**src/rtl/audio_pkg.sv**
```systemverilog
// Shared types, width helpers and saturation for the N-channel audio mixer.
package audio_pkg;

  typedef enum logic [1:0] {
    IDLE,
    ACCUM,
    SCALE,
    WRITE
  } mix_state_t;

  // A signed sample times an unsigned volume needs one extra bit so the
  // zero-extended volume can be treated as a signed operand.
  function automatic int prod_width(input int sample_bits, input int volume_bits);
    return sample_bits + volume_bits + 1;
  endfunction

  // Accumulator headroom: log2(channels) for the sum plus two guard bits,
  // enough that summing every scaled channel can never wrap.
  function automatic int acc_width(input int sample_bits, input int num_ch);
    return sample_bits + $clog2(num_ch) + 2;
  endfunction

  localparam int DEF_NUM_CH      = 4;
  localparam int DEF_SAMPLE_BITS = 16;
  localparam int DEF_VOLUME_BITS = 8;
  localparam int DEF_PROD_W      = prod_width(DEF_SAMPLE_BITS, DEF_VOLUME_BITS);
  localparam int DEF_ACC_W       = acc_width(DEF_SAMPLE_BITS, DEF_NUM_CH);

  // Clamp a wide signed value into the range of a signed word of 'bits' bits.
  function automatic logic signed [63:0] saturate(input logic signed [63:0] value,
                                                  input int bits);
    logic signed [63:0] max_v;
    logic signed [63:0] min_v;
    max_v = (64'sd1 <<< (bits - 1)) - 64'sd1;
    min_v = -(64'sd1 <<< (bits - 1));
    if (value > max_v) begin
      return max_v;
    end else if (value < min_v) begin
      return min_v;
    end
    return value;
  endfunction

endpackage

```
**src/rtl/audio_vol_scale.sv**
```systemverilog
// Signed-by-unsigned gain stage: y = (a * b) >>> B_W, truncating toward -inf.
module audio_vol_scale
  import audio_pkg::*;
#(
  parameter int A_W = 19,
  parameter int B_W = 8
) (
  input  logic signed [A_W-1:0] a,
  input  logic        [B_W-1:0] b,
  output logic signed [A_W-1:0] y
);

  localparam int P_W = prod_width(A_W, B_W);

  logic signed [P_W-1:0] prod;

  // Multiply with the gain zero-extended into a signed operand, then drop the
  // fractional bits; the gain is below unity so the result always fits in A_W.
  always_comb begin
    prod = $signed(a) * $signed({1'b0, b});
    y    = A_W'(prod >>> B_W);
  end

endmodule

```
**src/rtl/audio_mix_nch.sv**
```systemverilog
// N-channel mixer: snapshots channels on a tick, sums per-channel scaled
// samples through one shared multiplier, applies master gain, saturates and
// writes one word into the playback ring buffer behind the read index.
module audio_mix_nch
  import audio_pkg::*;
#(
  parameter int NUM_CH      = 4,
  parameter int SAMPLE_BITS = 16,
  parameter int VOLUME_BITS = 8,
  parameter int BUF_LEN     = 256,
  parameter int LAG         = 1
) (
  input  logic                          clk,
  input  logic                          rst,
  input  logic                          sample_tick,
  input  logic                          refresh,
  input  logic [NUM_CH*SAMPLE_BITS-1:0] ch_sample,
  input  logic [NUM_CH*VOLUME_BITS-1:0] ch_volume,
  input  logic [NUM_CH-1:0]             ch_enable,
  input  logic [VOLUME_BITS-1:0]        master_volume,
  input  logic [$clog2(BUF_LEN)-1:0]    rd_index,
  output logic                          wr_en,
  output logic [$clog2(BUF_LEN)-1:0]    wr_addr,
  output logic [SAMPLE_BITS-1:0]        wr_data,
  output logic                          busy,
  output logic                          clip,
  output logic                          overrun
);

  localparam int AW    = $clog2(BUF_LEN);
  localparam int ACC_W = acc_width(SAMPLE_BITS, NUM_CH);
  localparam int CW    = (NUM_CH > 1) ? $clog2(NUM_CH) : 1;

  localparam logic [AW-1:0] LAG_A   = AW'(LAG);
  localparam logic [CW-1:0] LAST_CH = CW'(NUM_CH - 1);

  mix_state_t state;
  mix_state_t state_next;

  logic signed [SAMPLE_BITS-1:0] samp_q [NUM_CH];
  logic        [VOLUME_BITS-1:0] vol_q  [NUM_CH];
  logic        [NUM_CH-1:0]      en_q;
  logic        [VOLUME_BITS-1:0] master_q;
  logic        [AW-1:0]          addr_q;
  logic        [CW-1:0]          ch_idx;
  logic signed [ACC_W-1:0]       acc;

  logic signed [ACC_W-1:0]       mul_a;
  logic        [VOLUME_BITS-1:0] mul_b;
  logic signed [ACC_W-1:0]       mul_y;
  logic signed [63:0]            scale_ext;
  logic signed [63:0]            sat_val;
  logic                          tick_ok;

  assign tick_ok = sample_tick && refresh && (state == IDLE);

  assign busy    = (state != IDLE);
  assign wr_en   = (state == WRITE) && !rst;
  assign overrun = sample_tick && refresh && busy && !rst;

  // Next-state logic: walk every channel once, then scale, then write.
  always_comb begin
    state_next = state;
    case (state)
      IDLE:    if (tick_ok) state_next = ACCUM;
      ACCUM:   if (ch_idx == LAST_CH) state_next = SCALE;
      SCALE:   state_next = WRITE;
      WRITE:   state_next = IDLE;
      default: state_next = IDLE;
    endcase
  end

  // Share the single multiplier: channel sample/volume while accumulating,
  // accumulator/master gain during the scale step.
  always_comb begin
    mul_a = ACC_W'(samp_q[ch_idx]);
    mul_b = vol_q[ch_idx];
    if (state == SCALE) begin
      mul_a = acc;
      mul_b = master_q;
    end
    scale_ext = 64'(mul_y);
    sat_val   = saturate(scale_ext, SAMPLE_BITS);
  end

  audio_vol_scale #(
    .A_W (ACC_W),
    .B_W (VOLUME_BITS)
  ) u_scale (
    .a (mul_a),
    .b (mul_b),
    .y (mul_y)
  );

  // State, snapshot, accumulator and output registers; reset wins over all.
  always_ff @(posedge clk) begin
    if (rst) begin
      state    <= IDLE;
      en_q     <= '0;
      master_q <= '0;
      addr_q   <= '0;
      ch_idx   <= '0;
      acc      <= '0;
      wr_addr  <= '0;
      wr_data  <= '0;
      clip     <= 1'b0;
      for (int i = 0; i < NUM_CH; i++) begin
        samp_q[i] <= '0;
        vol_q[i]  <= '0;
      end
    end else begin
      state <= state_next;
      if (tick_ok) begin
        for (int i = 0; i < NUM_CH; i++) begin
          samp_q[i] <= ch_sample[i*SAMPLE_BITS +: SAMPLE_BITS];
          vol_q[i]  <= ch_volume[i*VOLUME_BITS +: VOLUME_BITS];
        end
        en_q     <= ch_enable;
        master_q <= master_volume;
        addr_q   <= rd_index - LAG_A;
        ch_idx   <= '0;
        acc      <= '0;
      end
      if (state == ACCUM) begin
        if (en_q[ch_idx]) begin
          acc <= acc + mul_y;
        end
        ch_idx <= ch_idx + 1'b1;
      end
      if (state == SCALE) begin
        wr_data <= SAMPLE_BITS'(sat_val);
        clip    <= (sat_val != scale_ext);
        wr_addr <= addr_q;
      end
    end
  end

endmodule

```
**config.mk**
```make
export PLATFORM = sky130hd
export DESIGN_NAME = audio_mix_nch
export DESIGN_NICKNAME = d
export VERILOG_FILES = /design/src/rtl/audio_pkg.sv /design/src/rtl/audio_vol_scale.sv /design/src/rtl/audio_mix_nch.sv
export SDC_FILE = /design/constraint.sdc
export NUM_CORES = 1
export LEC_CHECK = 0
export BUFFER_PORTS_ARGS = -buffer_cell sky130_fd_sc_hd__buf_2
export CAP_MARGIN = 0
export CORE_MARGIN = 2
export CORE_UTILIZATION = 50
export DETAILED_ROUTE_END_ITERATION = 16
export HOLD_SLACK_MARGIN = 0.15
export PLACE_DENSITY_LB_ADDON = 0.3
export RECOVER_POWER = 100
export REMOVE_ABC_BUFFERS = 1
export SLEW_MARGIN = 40
export SYNTH_ARGS = -nofsm -noshare
export SYNTH_HDL_FRONTEND = slang
export SYNTH_SLANG_ARGS = --single-unit
```
**constraint.sdc**
```tcl
create_clock -name clk -period 11.8 [get_ports clk]
set_clock_uncertainty 0.1 [all_clocks]
set_input_delay 1.77 -clock clk [delete_from_list [all_inputs] [get_ports clk]]
set_output_delay 1.77 -clock clk [all_outputs]
set_load 0.05 [all_outputs]
```
=== Word level (Yosys, flattened, before mapping) ===
Memories as Yosys holds them, arrays and structs flattened. A register that Yosys moved wholly into a read port is not among the register bits.
Cells that the tools add are included.

* Input port bits: 120
* Register bits: 69
* Output and inout port bits: 28
* Memories kept: 2
* Bits in writable memories: 96

{| class="wikitable"
|+ Memories
! name !! depth !! bits a word !! read ports !! clocked after memory_dff !! wr ports !! RTL line !! text
|-
| samp_q || 4 || 16 || 1 || 1 || 4 || audio_mix_nch.sv:40 || <nowiki>logic signed [SAMPLE_BITS-1:0] samp_q [NUM_CH];</nowiki>
|-
| vol_q || 4 || 8 || 1 || 1 || 4 || audio_mix_nch.sv:41 || <nowiki>logic [VOLUME_BITS-1:0] vol_q [NUM_CH];</nowiki>
|}

* Reductions and logical operators: 10
* Multiplexer cells: 34
* $mul: 1
* Equality and inequality tests: 7
* Add/sub/neg operators: 3
* Bitwise operators: 8
* Magnitude comparators: 3

{| class="wikitable"
|+ Operator list
! operator !! number
|-
| $mux 64 || 3
|-
| $mux 20 || 4
|-
| $mux 16 || 4
|-
| $ne 64x20->1 || 1
|-
| $mux 8 || 5
|-
| $mul 20x9->28 || 1
|-
| $add 20x20->20 || 1
|-
| $gt 20x16->1 const B || 1
|-
| $lt 20x16->1 const B || 1
|-
| $mux 2 || 8
|-
| $mux 1 || 8
|-
| $or 1x1->1 || 8
|-
| $pmux 2 s4 || 1
|-
| $sub 8x1->8 const B || 1
|-
| $eq 2x2->1 const B || 3
|-
| $logic_and 1x1->1 || 5
|-
| $ne 2x2->1 const B || 2
|-
| $reduce_bool 2->1 || 2
|-
| $lt 2x3->1 const B || 1
|-
| $add 2x1->2 const B || 1
|-
| $bmux 1 s2 || 1
|-
| $eq 2x1->1 const B || 1
|-
| $logic_not 2->1 || 1
|-
| $reduce_and 2->1 || 1
|-
| $logic_not 1->1 || 1
|}

=== Depth between registers and ports, before layout ===
* Depth in word-level cells: 8
* Gate-level depth with buffers: 36
* Mapped depth without buffers: 33

=== Hierarchy ===
From an unflattened synthesis, not the netlist that was laid out.

* Cells, all modules: 1311
* Area total of the unflattened synthesis: 13374.1 um^2

{| class="wikitable"
|+ Modules (own cells, without submodules)
! module !! times used !! area each (um^2) !! cells an instance
|-
| audio_mix_nch || 1 || 8101.5 || 705
|-
| audio_vol_scale || 1 || 5272.6 || 606
|}

=== Worst setup path after synthesis ===
Ideal clock, no wire load.

* Kind: register to register
* Start: register with a tool-made name
* End: register acc[19]
* Library setup time: 0.127 ns
* Data required time: 11.573 ns
* Setup slack: 3.055 ns
* Arrival time: 8.517 ns
* Cell stages (with the launch flop): 32
* Path buffers: 3
* Path through: dfxtp_1 -> buf_6 -> buf_1 -> clkbuf_1 -> mux4_2 -> mux2i_1 -> or2_2 -> fa_1 -> fa_1 -> inv_1 -> fa_1 -> inv_1 -> fa_1 -> inv_1 -> ha_1 -> a21oi_1 -> o311ai_2 -> and2_4 -> a41oi_1 -> o21ai_0 -> xor2_1 -> ha_1 -> and3_1 -> a221oi_1 -> o21ai_0 -> o21ai_0 -> a21oi_1 -> a31oi_1 -> a2111oi_0 -> nor4_1 -> o2bb2ai_1 -> nand4_1

{| class="wikitable"
|+ RTL lines
! what !! RTL line !! text
|-
| end signal: assignment || audio_mix_nch.sv:126 || <nowiki>acc <= acc + mul_y;</nowiki>
|-
| end: declaration || audio_mix_nch.sv:46 || <nowiki>logic signed [ACC_W-1:0] acc;</nowiki>
|}

==> results_dict.tcl <==
set metrics [dict create \
    use_met3 0.0282 \
    ys_seq_area_frac 0.314 \
    cts_setup_buffers 0 \
    yosysTopAreaCell "edfxtp_1" \
    cts_hold_buf 0 \
    ys_dominant_reg_cell "edfxtp_1" \
    cts_resized 0 \
    placed_area_um2 14700 \
    ys_types 71 \
    yosys.area.top_type_share 0.210 \
    vias 10620 \
    slew_violations 274 \
    violations "max-capacitance violations, max-slew violations" \
    grt_pass1_vias 10745 \
    slew_headroom -2.29 \
    drt_iter0_markers 702 \
    placementRows 60 \
    grt_overflow 0 \
    cts_sinks 167 \
    hp-class "reg2reg" \
    cts_tree "done" \
    port_buffers 147 \
    maxCapViolCount 3 \
    nNetsFinal 1859 \
    insertion_delay_ns 0.42 \
    grt_max_degree 126 \
    antenna_found_initial 0 \
    whs_ns 0.357 \
    end_kind "register" \
    avgViaCountPerCell 5.61 \
    fmax_ghz 0.101 \
    antennaDiodeCount 0 \
    cts_max_path_buffers 2 \
    setup_viol 0 \
    grtUsageTotal 0.234 \
    postSynth.asyncResetShare 0 \
    critical_path_arrival_ns 9.75 \
    die_x_um 170 \
    worst_pin_slew_ns 4.93 \
    worstPathMaxFanout 103 \
    worstSetupPathType "in2reg" \
    required_ns 11.60 \
    grt_pass1_wl_um 54000 \
    start_util 0.509 \
    route.detailed.drc 0 \
    hpwlAfterDp_um 24300 \
    ys_ff_latch 167 \
    synth_cells 1438 \
    grtUsageMet2 0.375 \
    drtPass1Iterations 5 \
    ioPinCount 148 \
    fin_tns_setup_ns 0 \
    syn_area_per_cell_um2 9.53 \
    rsz0062_at_grt "false" \
    core_um2 27000 \
    path_clk_slew_ns 0.07 \
    dieArea_um2 28800 \
    min_path_cells 2 \
    cp-start-kind "input pin" \
    top_usage_layer "met2" \
    outcome "finished with violations" \
    htree_levels 4 \
    finalCriticalPeriod_ns 9.94 \
    synth_edf_count 96 \
    wirelength_um 32000 \
    detail_route.wl_per_cell_um 16.9 \
    cts_root_buf "clkbuf_16" \
    synthTopCellsByArea "edfxtp_1, fa_1, dfxtp_1" \
    cts_buffers 17 \
    antenna_left 0 \
    die_h_um 170 \
    use_met1 0.333 \
    synth_area_um2 13700 \
    final_area_um2 15200 \
    ys_warn_count 0 \
    drive_gt1_frac 0.136 \
    timing.final.crit_share 0.843 \
    finalHoldViolCount 0 \
    rr_worst_depth 31 \
    area_growth_syn_to_layout_pct 10.9 \
    gp_congestion 0.924 \
]
flip-flops by register name, indices dropped and copies added, names as in the netlist, named ones only:
register / flops
samp_q: 64
wr_data: 16
ch_idx: 2
addr_q: 8
master_q: 8
acc: 20
en_q: 4
vol_q: 32
clip: 1
state: 2
wr_addr: 8
path summary, 6_finish.rpt:
check / startpoint / end / slack, ns
min: master_q[3]$_SDFFE_PP0P_ / master_q[3]$_SDFFE_PP0P_ / 0.36
max: rst / samp_q[3][1]$_SDFFCE_PN0P_ / 1.86
min reg2reg: master_q[3]$_SDFFE_PP0P_ / master_q[3]$_SDFFE_PP0P_ / 0.36
max reg2reg: state[0]$_SDFFE_PP0P_ / acc[19]$_SDFF_PP0_ / 2.67
final cells by class:
| class | count | area [µm²] |
|---|---|---|
| Clock buffer | 18 | 429 |
| Multi-Input combinational cell | 1012 | 8420 |
| Fill cell | 2296 | 11800 |
| Sequential cell | 167 | 4310 |
| Clock inverter | 14 | 135 |
| Inverter | 181 | 682 |
| Tap cell | 341 | 427 |
| Timing Repair Buffer | 161 | 798 |
metal layers:
| layer | part of all wire | vias up |
|---|---|---|
| li1 | - | 5082 |
| met1 | 0.46 | 5116 |
| met4 | 0.023 | 0 |
| met2 | 0.46 | 373 |
| met3 | 0.060 | 49 |
| met5 | 0 | - |
placed cells by master, fill, tap and decap left out, drive strengths merged, types with 4 or more instances in the layout:
cell type / n
inv: 188
nor2: 162
nand2: 159
buf: 130
fa: 124
and3: 104
edfxtp: 96
ha: 75
dfxtp: 71
a21oi: 52
clkbuf: 49
a31oi: 36
a21o: 27
mux4: 24
xnor2: 21
o211ai: 20
nor3: 20
mux2i: 20
o21ai: 19
o21a: 13
and2: 13
a211oi: 13
nand3: 12
xor2: 12
or2: 11
nand2b: 9
nand4: 8
o21bai: 7
nor2b: 4
nor4: 4
clkinv: 4
cell usage after synthesis, drive strengths merged, types with 21 or more instances:
cell and instances:
a31oi 36, dfxtp 71, ha 75, nor2 162
nand2 159, a21oi 52, clkbuf 68, and3 104
xnor2 21, fa 124, mux4 24, edfxtp 96
a21o 27, inv 181
kinds of logic after synthesis:
| logic type | share of synthesized area |
|---|---|
| adder cells (fa/ha/maj) | 0.250 |
| AO/OA/AOI/OAI | 0.108 |
| AND/OR/NAND/NOR | 0.177 |
| flip-flops | 0.314 |
| XOR/XNOR | 0.0244 |
| multiplexers | 0.0549 |
| buffers and inverters | 0.0725 |
per-stage QoR:
step | setup WS, ns | util | cells
after floorplan | 2.35 | - | 1360
after global placement | 2.64 | 0.544 | 1861
after detailed placement | 2.88 | 0.545 | 1861
after CTS | 2.86 | 0.566 | 1893
after global routing | 1.03 | 0.564 | 1894
final | 1.86 | 0.564 | 1894
worst max-delay path, stage by stage:
cell and delay [ns]:
buf_2 0.08, clkbuf_1 2.38, clkinv_1 0.29, clkbuf_1 1.34
nand2_4 0.31, clkbuf_1 3.46
Power is not shown: default switching activity piles up to over one toggle a cycle in this logic, so the estimate is an artifact.
